File: config.mk
export PLATFORM = sky130hd
export DESIGN_NAME = counter_sequencer
export DESIGN_NICKNAME = d
export VERILOG_FILES = /design/src/rtl/counter_seq_pkg.sv /design/src/rtl/counter_seq_table.sv /design/src/rtl/counter_sequencer.sv
export SDC_FILE = /design/constraint.sdc
export NUM_CORES = 1
export LEC_CHECK = 0
export CORE_MARGIN = 2
export CORE_UTILIZATION = 50
export CTS_BUF_LIST = sky130_fd_sc_hd__clkbuf_8
export CTS_CLUSTER_DIAMETER = 40
export CTS_CLUSTER_SIZE = 14
export DETAILED_ROUTE_END_ITERATION = 12
export PLACE_DENSITY = 0.73
export SLEW_MARGIN = 20
export SYNTH_ARGS = -nofsm -noshare
export SYNTH_HDL_FRONTEND = slang
export SYNTH_HIERARCHICAL = 1
export SYNTH_SLANG_ARGS = --single-unit
export TNS_END_PERCENT = 1
File: constraint.sdc
create_clock -name clk -period 3.4 [get_ports clk]
set_input_delay 0.68 -clock clk [delete_from_list [all_inputs] [get_ports clk]]
set_output_delay 0.68 -clock clk [all_outputs]
set_load 0.05 [all_outputs]
File: src/rtl/counter_seq_pkg.sv
// Shared types for the counter sequencer: FSM state codes, program entry layout, index width.
package counter_seq_pkg;

    localparam int SEQ_DEPTH = 4;
    localparam int SEQ_WIDTH = 8;
    localparam int IDX_W     = $clog2(SEQ_DEPTH);

    typedef enum logic [2:0] {
        ST_IDLE   = 3'd0,
        ST_LOAD   = 3'd1,
        ST_SETTLE = 3'd2,
        ST_CHECK  = 3'd3,
        ST_WAIT   = 3'd4,
        ST_STEP   = 3'd5,
        ST_NEXT   = 3'd6
    } state_e;

    typedef struct packed {
        logic [SEQ_WIDTH-1:0] start_val;
        logic [SEQ_WIDTH-1:0] end_val;
        logic                 last;
    } entry_t;

    localparam entry_t ENTRY_RESET = '{start_val: '0, end_val: '0, last: 1'b1};

endpackage

File: src/rtl/counter_seq_table.sv
// Program store: DEPTH entries, synchronous write, asynchronous read, reset to {0,0,last}.
module counter_seq_table
    import counter_seq_pkg::*;
#(
    parameter int DEPTH = SEQ_DEPTH
) (
    input  logic             clk,
    input  logic             rst_n,
    input  logic             we,
    input  logic [IDX_W-1:0] waddr,
    input  entry_t           wdata,
    input  logic [IDX_W-1:0] raddr,
    output entry_t           rdata
);

    entry_t mem [DEPTH];

    always_ff @(posedge clk) begin
        if (!rst_n) begin
            for (int i = 0; i < DEPTH; i++) begin
                mem[i] <= ENTRY_RESET;
            end
        end else if (we) begin
            mem[waddr] <= wdata;
        end
    end

    assign rdata = mem[raddr];

endmodule

File: src/rtl/counter_sequencer.sv
// Segment sequencer for the up/down counter: load start, paced steps until end, then next segment.
//  state  | meaning
//  IDLE   | outputs quiet, waiting for run
//  LOAD   | load strobe with current segment start
//  SETTLE | wait CNT_LAT cycles for cnt_val to follow
//  CHECK  | compare cnt_val with segment end
//  WAIT   | prescaler delay before the next step
//  STEP   | one step pulse
//  NEXT   | advance, loop or finish the program
module counter_sequencer
    import counter_seq_pkg::*;
#(
    parameter int DEPTH   = SEQ_DEPTH,
    parameter int WIDTH   = SEQ_WIDTH,
    parameter int PRESC_W = 8,
    parameter int CNT_LAT = 2
) (
    input  logic               clk,
    input  logic               rst_n,
    input  logic               cfg_we,
    input  logic [IDX_W-1:0]   cfg_addr,
    input  logic [WIDTH-1:0]   cfg_start,
    input  logic [WIDTH-1:0]   cfg_end,
    input  logic               cfg_last,
    input  logic [PRESC_W-1:0] presc,
    input  logic               run,
    input  logic               loop,
    input  logic [WIDTH-1:0]   cnt_val,
    output logic               cnt_enable,
    output logic               cnt_load,
    output logic [WIDTH-1:0]   cnt_load_val,
    output logic               cnt_up_down,
    output logic               cnt_step,
    output logic               busy,
    output logic               done,
    output logic [IDX_W-1:0]   seg_idx
);

    localparam int SET_W = $clog2(CNT_LAT) + 1;

    localparam logic [2:0] S_IDLE   = ST_IDLE;
    localparam logic [2:0] S_LOAD   = ST_LOAD;
    localparam logic [2:0] S_SETTLE = ST_SETTLE;
    localparam logic [2:0] S_CHECK  = ST_CHECK;
    localparam logic [2:0] S_WAIT   = ST_WAIT;
    localparam logic [2:0] S_STEP   = ST_STEP;
    localparam logic [2:0] S_NEXT   = ST_NEXT;

    logic [2:0]         state;
    logic [IDX_W-1:0]   idx;
    logic [PRESC_W-1:0] presc_q;
    logic [PRESC_W-1:0] presc_cnt;
    logic [SET_W-1:0]   settle_cnt;

    entry_t cur;
    entry_t wr_entry;
    logic   table_we;
    logic   dir;
    logic   at_end;
    logic   seg_term;

    assign wr_entry = '{start_val: cfg_start, end_val: cfg_end, last: cfg_last};
    // The table is frozen while a program runs so the active segment cannot change underneath.
    assign table_we = cfg_we && (state == S_IDLE);

    counter_seq_table #(
        .DEPTH (DEPTH)
    ) u_table (
        .clk   (clk),
        .rst_n (rst_n),
        .we    (table_we),
        .waddr (cfg_addr),
        .wdata (wr_entry),
        .raddr (idx),
        .rdata (cur)
    );

    assign dir      = (cur.end_val >= cur.start_val);
    assign at_end   = (cnt_val == cur.end_val);
    assign seg_term = cur.last || (idx == IDX_W'(DEPTH - 1));

    always_ff @(posedge clk) begin
        if (!rst_n) begin
            state      <= S_IDLE;
            idx        <= '0;
            presc_q    <= '0;
            presc_cnt  <= '0;
            settle_cnt <= '0;
        end else if ((state != S_IDLE) && !run) begin
            state <= S_IDLE;
            idx   <= '0;
        end else begin
            case (state)
                S_IDLE: begin
                    if (run) begin
                        presc_q <= presc;
                        idx     <= '0;
                        state   <= S_LOAD;
                    end
                end
                S_LOAD: begin
                    settle_cnt <= SET_W'(CNT_LAT - 1);
                    state      <= S_SETTLE;
                end
                S_SETTLE: begin
                    if (settle_cnt == '0) begin
                        state <= S_CHECK;
                    end else begin
                        settle_cnt <= settle_cnt - SET_W'(1);
                    end
                end
                S_CHECK: begin
                    if (at_end) begin
                        state <= S_NEXT;
                    end else if (presc_q != '0) begin
                        presc_cnt <= presc_q - PRESC_W'(1);
                        state     <= S_WAIT;
                    end else begin
                        state <= S_STEP;
                    end
                end
                S_WAIT: begin
                    if (presc_cnt == '0) begin
                        state <= S_STEP;
                    end else begin
                        presc_cnt <= presc_cnt - PRESC_W'(1);
                    end
                end
                S_STEP: begin
                    settle_cnt <= SET_W'(CNT_LAT - 1);
                    state      <= S_SETTLE;
                end
                S_NEXT: begin
                    if (seg_term) begin
                        idx   <= '0;
                        state <= loop ? S_LOAD : S_IDLE;
                    end else begin
                        idx   <= idx + IDX_W'(1);
                        state <= S_LOAD;
                    end
                end
                default: state <= S_IDLE;
            endcase
        end
    end

    assign busy         = (state != S_IDLE);
    assign cnt_enable   = busy;
    assign cnt_load     = (state == S_LOAD);
    assign cnt_step     = (state == S_STEP);
    assign cnt_up_down  = busy && dir;
    assign cnt_load_val = busy ? cur.start_val : '0;
    // An abort landing in NEXT must not report completion.
    assign done         = (state == S_NEXT) && run && seg_term && !loop;
    assign seg_idx      = idx;

endmodule

==> results.md <==
- The flow ran to the end, and the final reports show no timing, DRC or antenna violations.
- After detailed routing, the number of remaining DRC violations is 0.
- Registers take approximately 2500 um2.
- The biggest cell delay along the critical path is ~0.54 ns.
- The number of antenna violations at the first check in global routing is 0.
- The first global-routing pass estimated 16900 um of wire.
- The most frequently used flop master after synthesis is sky130_fd_sc_hd__edfxtp_1.
- The number of warnings printed during yosys synthesis is 6.
- The largest delay contributor family on the critical path is compound AO/OA/AOI/OAI gates.
- The number of slew-limit violations in the final report is 0.
- The critical path goes through mux4_2, inv_1, ha_1, nand2b_1, a21o_1, a21oi_1, nor2b_1, o2111ai_2, a211oi_4, buf_12.
- The net count after synthesis is around 450.
- The detail route stage leaves a number of antenna-violating nets equal to 0.
- In the post-synthesis netlist, the biggest area contributors are sky130_fd_sc_hd__edfxtp_1 43%, sky130_fd_sc_hd__dfxtp_1 9.7%, sky130_fd_sc_hd__and2_1 7.1%, sky130_fd_sc_hd__mux4_2 4.8%, sky130_fd_sc_hd__mux4_1 3.9%.
- TritonCTS created 9 clock buffers.
- In this run the number of cells on the critical path is 10.
- 56 I/O pins were placed.
- Counting cells, the worst reg-to-reg path comes to 8.
- The worst-case IR drop observed on VDD is 0.000230 V.
- The arrival time reported for the critical path endpoint is ~2.6 ns.
- For this block, the routed nets add up to roughly 11000 um of wire.
- The total overflow left after global routing is 0.
- STA puts the critical path data required time at approximately 2.7 ns.
- The worst setup path category is flip-flop to output port.
- The terminus of the critical flop-to-flop path is presc_cnt[6].
- The worst hold path begins at settle_cnt[1].
- The number of rows in the core area is 35.
- The total of hold buffers inserted after clock tree synthesis is 0.
- The final critical path takes up 97.0% of the cycle.
- By instance count, the leading cell after synthesis is sky130_fd_sc_hd__edfxtp_1.
- Across the run, the number of max-cap violations was 0.
- Along the worst path, the maximum fanout reaches 7.
- Relative to the synthesized area, the layout overhead comes to 19.6%.
- STA classifies the critical path startpoint as a flip-flop.
- For this design, the sink count on the clock tree is 91.
- The library cell with the largest summed area after synthesis is sky130_fd_sc_hd__edfxtp_1.
- The overall die area is 10300 um2.
- The final antenna diode count is 0.
- Headroom to the max-slew limit came out at roughly three fifths.
- The fraction of registers with async set or reset after synthesis is 0%.
- The count of buffer and inverter cells on the critical path is 2.
- The final-report hold violation count was 0.
- The maximum clock path buffer count is 2.
- The worst setup path is captured at an output port.
- The count of unique library cells instantiated by Yosys is around 60.
- The number of flops mapped to enable cells by yosys is 68.
- The clock tree synthesis step divided the H-tree into 3 levels.
- The port buffer count is 55.
- The core region area is 9200 um2.
- The origin of the critical flop-to-flop path is seg_idx[0].
- The final hold slack is about 0.46 ns.
- Timing would allow up to between 300 and 400 MHz.
- Summing the sequential cell areas from Yosys gives 52.9% of the chip area.
- By count the netlist is led by 68 x sky130_fd_sc_hd__edfxtp_1, 54 x sky130_fd_sc_hd__and2_1, 33 x sky130_fd_sc_hd__nand2_1.
- The synthesized area is about 4700 um2.
- The multi-input combinational cell area is 2070 um2.
- Setup repair after global routing could not meet its margin everywhere.
- The setup-violating endpoint count in the final report is 0.
- The tightest min-delay check is of the flip-flop to flip-flop type.
- Synthesis produced 398 cells.
- The via count normalized by instance count is between 5 and 6.
- The worst hold path terminates at settle_cnt[1].
- The share of final-layout standard cells stronger than drive strength 1 is between 10% and 20%.
- Setup slack on the worst reg-to-reg path comes out at between 0.5 and 0.6 ns.
- The root buffer selected by CTS is sky130_fd_sc_hd__clkbuf_8.
- TritonCTS built the clock tree.
- Synthesis inferred about 90 register bits.
- Setup total negative slack on the finished layout was measured at 0 ns.
- Entering global routing, the biggest net connects 19 pins.
- At the end of routability-driven placement, the weighted congestion stood at about 0.9.
- The analysis attributes to cell leakage a power of around 2.1 nW.
- After the first detailed-routing iteration, the DRC count stood at between 150 and 200.
- The horizontal die dimension is 101 um.
- Power spread over the standard cell area amounts to a little over 400 nW/um2.
- At the pin with the least slew margin, the transition time is between 0.5 and 0.6 ns.
- The slowest stage of the critical path belongs to the cell sky130_fd_sc_hd__mux4_2.
- The fill cell total of the finished layout is 759.
- The post-route minimum period is around 3.3 ns.
- The via count of the first global-routing pass came to 3269.
- The clock-pin slew on the worst setup and hold paths is around 0.090 ns.
- The net count of the finished layout is between 500 and 600.
- The wire-length estimate of the detail-placed layout is ~7400 um.
- The die is slightly above 100 um tall.
- The initial utilization of the core area, before any placement, comes to between 50% and 60%.
- The clock insertion delay at the later pin of the skew report is 0.36 ns.
- The detailed router placed 3313 vias in this run.
- Dividing the detail-routed wire length by the instance count gives 18.6 um.
- Global routing used 22.0% of the available tracks across all layers.
- Summed over its instances, the top area cell type makes up a little over two fifths of the synthesized netlist area.
- The count of TritonRoute iterations in the first routing pass is 4.
- The mean cell area of the mapped netlist is about 12 um2.
- The worst clock skew is around 0.013 ns.
- The number of instances on the worst hold path is 2.
==> flip-flops by register name (all words and copies together) (netlist names) <==
register / flops
state: 3
presc_cnt: 8
u_table/mem: 68
presc_q: 8
seg_idx: 2
settle_cnt: 2
==> placed cells by master, fill, tap and decap left out, types with 6 or more instances in the layout <==
cell type | netlist | routed
sky130_fd_sc_hd__and3_1 | 16 | 16
sky130_fd_sc_hd__inv_1 | 14 | 14
sky130_fd_sc_hd__xor2_1 | 8 | 8
sky130_fd_sc_hd__ha_1 | 11 | 11
sky130_fd_sc_hd__nand3_1 | 8 | 8
sky130_fd_sc_hd__nor3_1 | 6 | 6
sky130_fd_sc_hd__buf_4 | 3 | 17
sky130_fd_sc_hd__a21oi_1 | 20 | 20
sky130_fd_sc_hd__clkbuf_8 | 0 | 9
sky130_fd_sc_hd__a31oi_1 | 6 | 6
sky130_fd_sc_hd__and2_1 | 54 | 54
sky130_fd_sc_hd__clkdlybuf4s50_1 | 0 | 53
sky130_fd_sc_hd__edfxtp_1 | 68 | 68
sky130_fd_sc_hd__nor2_1 | 21 | 21
sky130_fd_sc_hd__mux4_2 | 10 | 10
sky130_fd_sc_hd__mux4_1 | 7 | 7
sky130_fd_sc_hd__nand2_1 | 33 | 33
sky130_fd_sc_hd__dfxtp_1 | 23 | 21
==> cells by family (layout without fill, tap and decap cells) <==
kind of cell	after synthesis	count (layout)	synth area share (%)
fa+ha+maj	11	11	2.91
xor+xnor	10	10	1.85
flops	91	91	52.9
buf+inv	37	103	4.02
mux	20	20	9.29
simple gates	170	170	20.6
compound gates	59	59	8.41
==> timing repair <==
item | 4_1_cts | 5_1_grt
gates resized for setup | 3 | 1
pin swaps | 0 | 2
setup buffers | 2 | 0
endpoints found under the hold margin | 0 | 0
cloned | 0 | 0
setup endpoints to repair | 2 | 2
==> worst max-delay path by stage <==
| stage | slack, ns | to | start |
|---|---|---|---|
| 2_1_floorplan | 0.04 | cnt_up_down | seg_idx[0] |
| 3_3_place_gp | 0.22 | cnt_up_down | seg_idx[0] |
| 3_5_place_dp | 0.17 | cnt_up_down | seg_idx[0] |
| 4_1_cts | 0.06 | done | seg_idx[0] |
| 5_1_grt | -0.03 | cnt_up_down | seg_idx[0] |
| 6_report | 0.10 | cnt_up_down | seg_idx[0] |
==> cell type report <==
class | count | share of cell area [%]
Inverter | 15 | 0.995
Tap cell | 111 | 2.45
Clock inverter | 7 | 1.33
Clock buffer | 9 | 2.19
Multi-Input combinational cell | 270 | 36.5
Sequential cell | 91 | 44.3
Timing Repair Buffer | 72 | 12.2
==> through the flow <==
step                cells  util (%)  worst slack [ns]  cell area (um2)  power, mW
floorplan             398         -            0.0371             4740       1.47
finish                575      61.5             0.102             5660       2.32
detailed placement    557      59.0             0.169             5430       1.61
CTS                   575      61.5            0.0574             5660       2.33
global route          575      61.5           -0.0258             5660       2.42
global placement      557      59.0             0.220             5430       1.60
==> worst min-delay path: stages, from the launching register on <==
cell	delay, ns
sky130_fd_sc_hd__dfxtp_1	0.31
sky130_fd_sc_hd__nand2_1	0.05
sky130_fd_sc_hd__a21oi_1	0.05
==> layer usage <==
layer / track usage (%) / share of wire (%) / vias up
met4: 7.17 / 1.7 / 0
met2: 36.2 / 49 / 111
met1: 29.9 / 43 / 1596
met5: 0 / 0 / -
li1: - / - / 1592
met3: 3.86 / 6.4 / 14
==> power breakdown <==
group          internal [mW]  switching, mW  total, mW  leakage (nW)
Combinational          0.137          0.175      0.312          1.15
Clock                  0.345          0.392      0.737         0.104
Sequential              1.25         0.0258       1.27         0.891
Total                   1.73          0.593       2.32          2.15
Note: power is estimated with default switching activity, not from simulation.
==> edit, RTL diff (same flow settings) <==
The package constant `SEQ_DEPTH` goes from 4 to 8.
--- a/src/rtl/counter_seq_pkg.sv
+++ b/src/rtl/counter_seq_pkg.sv
@@ -3,3 +3,3 @@
 
-    localparam int SEQ_DEPTH = 4;
+    localparam int SEQ_DEPTH = 8;
     localparam int SEQ_WIDTH = 8;
Ports: changed (resized cfg_addr and seg_idx); port bits go from 56 to 58. The function was not compared with the original's and may differ.
==> edit against the original RTL <==
- the run now ends with setup timing left
- critical path depth increased by 1
- hold slack better by 30 ps
- cell area rose by 66%
- via count grew 66%
- register-to-register slack worse by 410 ps
- setup slack got worse by 400 ps
- critical endpoint unchanged
- routed wire length rose by 84%
- count of clock-buffer cells in the layout grew 8
- largest power group unchanged
- die area is 64% higher
- synthesized area up 67%
- sequential cell count up 69
- power grew 79%
==> edit: results (changes against the original RTL) <==
run_status:
  status: "finished, violations left"  # was complete, no violations
  violations: "setup timing"
place:
  dp_hpwl_um: 13000  # was 7400 um
  place_inst: 876  # was 557
  pre_cts_ws_ps: -51.3  # was 169 ps
power_and_ir_drop:
  ir_drop_mv: 0.313  # was 0.230 mV
  power.leakage_nw: 3.23  # was 2.15 nW
setup_path:
  crit_fanout: 8  # was 7
  reg2reg_depth: 12  # was 8
  crit_arrival_ps: 3020  # was 2620 ps
  max_stage_delay_ps: 500  # was 540 ps
  path_buf_inv: 4  # was 2
  cp_top_family: "multiplexers"  # was compound AO/OA/AOI/OAI gates
synth:
  syn-num-nets: 671  # was 449
  ys_seq_area_frac: 0.578  # was 0.529
  synth.area.top_cells: "edfxtp_1, nor3_1, mux4_1, dfxtp_1, mux4_2"  # was edfxtp_1, dfxtp_1, and2_1, mux4_2, mux4_1
  synth-compound-area-share: 0.0505  # was 0.0841
  yosys.area_share.adder: 0.0190  # was 0.0291
  synth_common_cells: "edfxtp_1, nor3_1, nand2_1"  # was edfxtp_1, and2_1, nand2_1
  synth_mux_area_frac: 0.145  # was 0.0929
  syn_inst: 618  # was 398
  synth_edf_count: 136  # was 68
  synth_xor_area_frac: 0.00887  # was 0.0185
clock_tree:
  clock_latency_ps: 470  # was 360 ps
  numCtsBuffers: 17  # was 9
  htreeDepth: 4  # was 3
sta:
  clock_skew_ps: 15.0  # was 13.1 ps
  setup_viol: 1  # was 0
  tightest_slew_ps: 625  # was 588 ps
  postLayoutSetupSlackWorst_ps: -297  # was 102 ps
final_layout:
  drive_gt1_frac: 0.231  # was 0.131
  diodes: 0  # unchanged
  top_regs: "u_table/mem x136, presc_cnt x8, presc_q x8"  # was u_table/mem x68, presc_cnt x8, presc_q x8
  nets: 749  # was 510
route:
  post_drt_wl_per_cell_um: 21.4  # was 18.6 um
  avgViaCountPerCell: 5.99  # was 5.76
global_route:
  grt_pass1_wl_um: 31000  # was 16,900 um
  track_usage: 0.248  # was 0.220
[edit: cell types whose count changed in the layout (fill, tap and decap cells not counted), moves of 10 or more]
cell,delta
and2_1,-47
and3_1,-14
buf_4,+39
clkinv_1,+15
edfxtp_1,+68
mux2_4,+10
mux4_2,+15
nor3_1,+129
[edit: per-stage QoR]
stage	util	instance area [um2]	setup TNS (ps)
after floorplan	-	7920	0
after global placement	0.577	8830	-17.0
after detailed placement	0.577	8830	-51.3
after CTS	0.613	9380	-322
after global routing	0.614	9400	-473
final	0.614	9400	-297
[edit: cell families after synthesis]
kind of cell	Yosys count
compound gates	60
xor+xnor	8
fa+ha+maj	12
buf+inv	83
flops	160
mux	61
simple gates	234
[edit: repair_timing]
action	in CTS	in global routing
gates resized for setup	42	6
hold endpoints to repair	0	0
pin swaps	5	2
setup buffers	12	0
endpoints found under the setup margin	3	6
[edit: worst paths after layout]
kind | slack [ps] | startpoint | to
setup reg to reg | 180 | seg_idx[0] | presc_cnt[4]
hold / removal | 490 | presc_q[7] | presc_q[7]
hold reg to reg | 490 | presc_q[7] | presc_q[7]
setup / recovery | -300 | seg_idx[0] | cnt_up_down
[edit: cell type report]
class | count | area [um2]
clock buffers | 17 | 234
clock inverters | 15 | 159
fillers | 1193 | 5910
inverters | 32 | 125
multi-input cells | 375 | 3050
flip-flops and latches | 160 | 4570
well taps | 211 | 264
repair buffers | 110 | 1000
[edit: worst reg2reg max path, cell delays in order (launching register included)]
cell and delay (ps):
dfxtp_4 430, buf_12 170, buf_12 130, buf_4 110, mux4_2 500, mux2_4 320, buf_4 150, xor2_1 180
nor4_4 250, a21oi_2 140, o21ai_4 380, mux2i_1 250, a31oi_1 90
[edit: layer usage]
layer  wire length (um)  track usage  part of all wire
met1               8040        0.336              0.41
met2               9350        0.389              0.48
met3               1680       0.0582             0.085
met4                574       0.0993             0.029
met5                  0            0                 0
[edit: power by group through the flow]
stage / Sequential [mW] / Clock (mW) / Combinational (mW)
detailed placement: 2.29 / 0 / 0.469
finish: 2.25 / 1.41 / 0.499
global placement: 2.29 / 0 / 0.459
CTS: 2.25 / 1.43 / 0.489
global route: 2.26 / 1.50 / 0.534
floorplan: 2.27 / 0 / 0.291
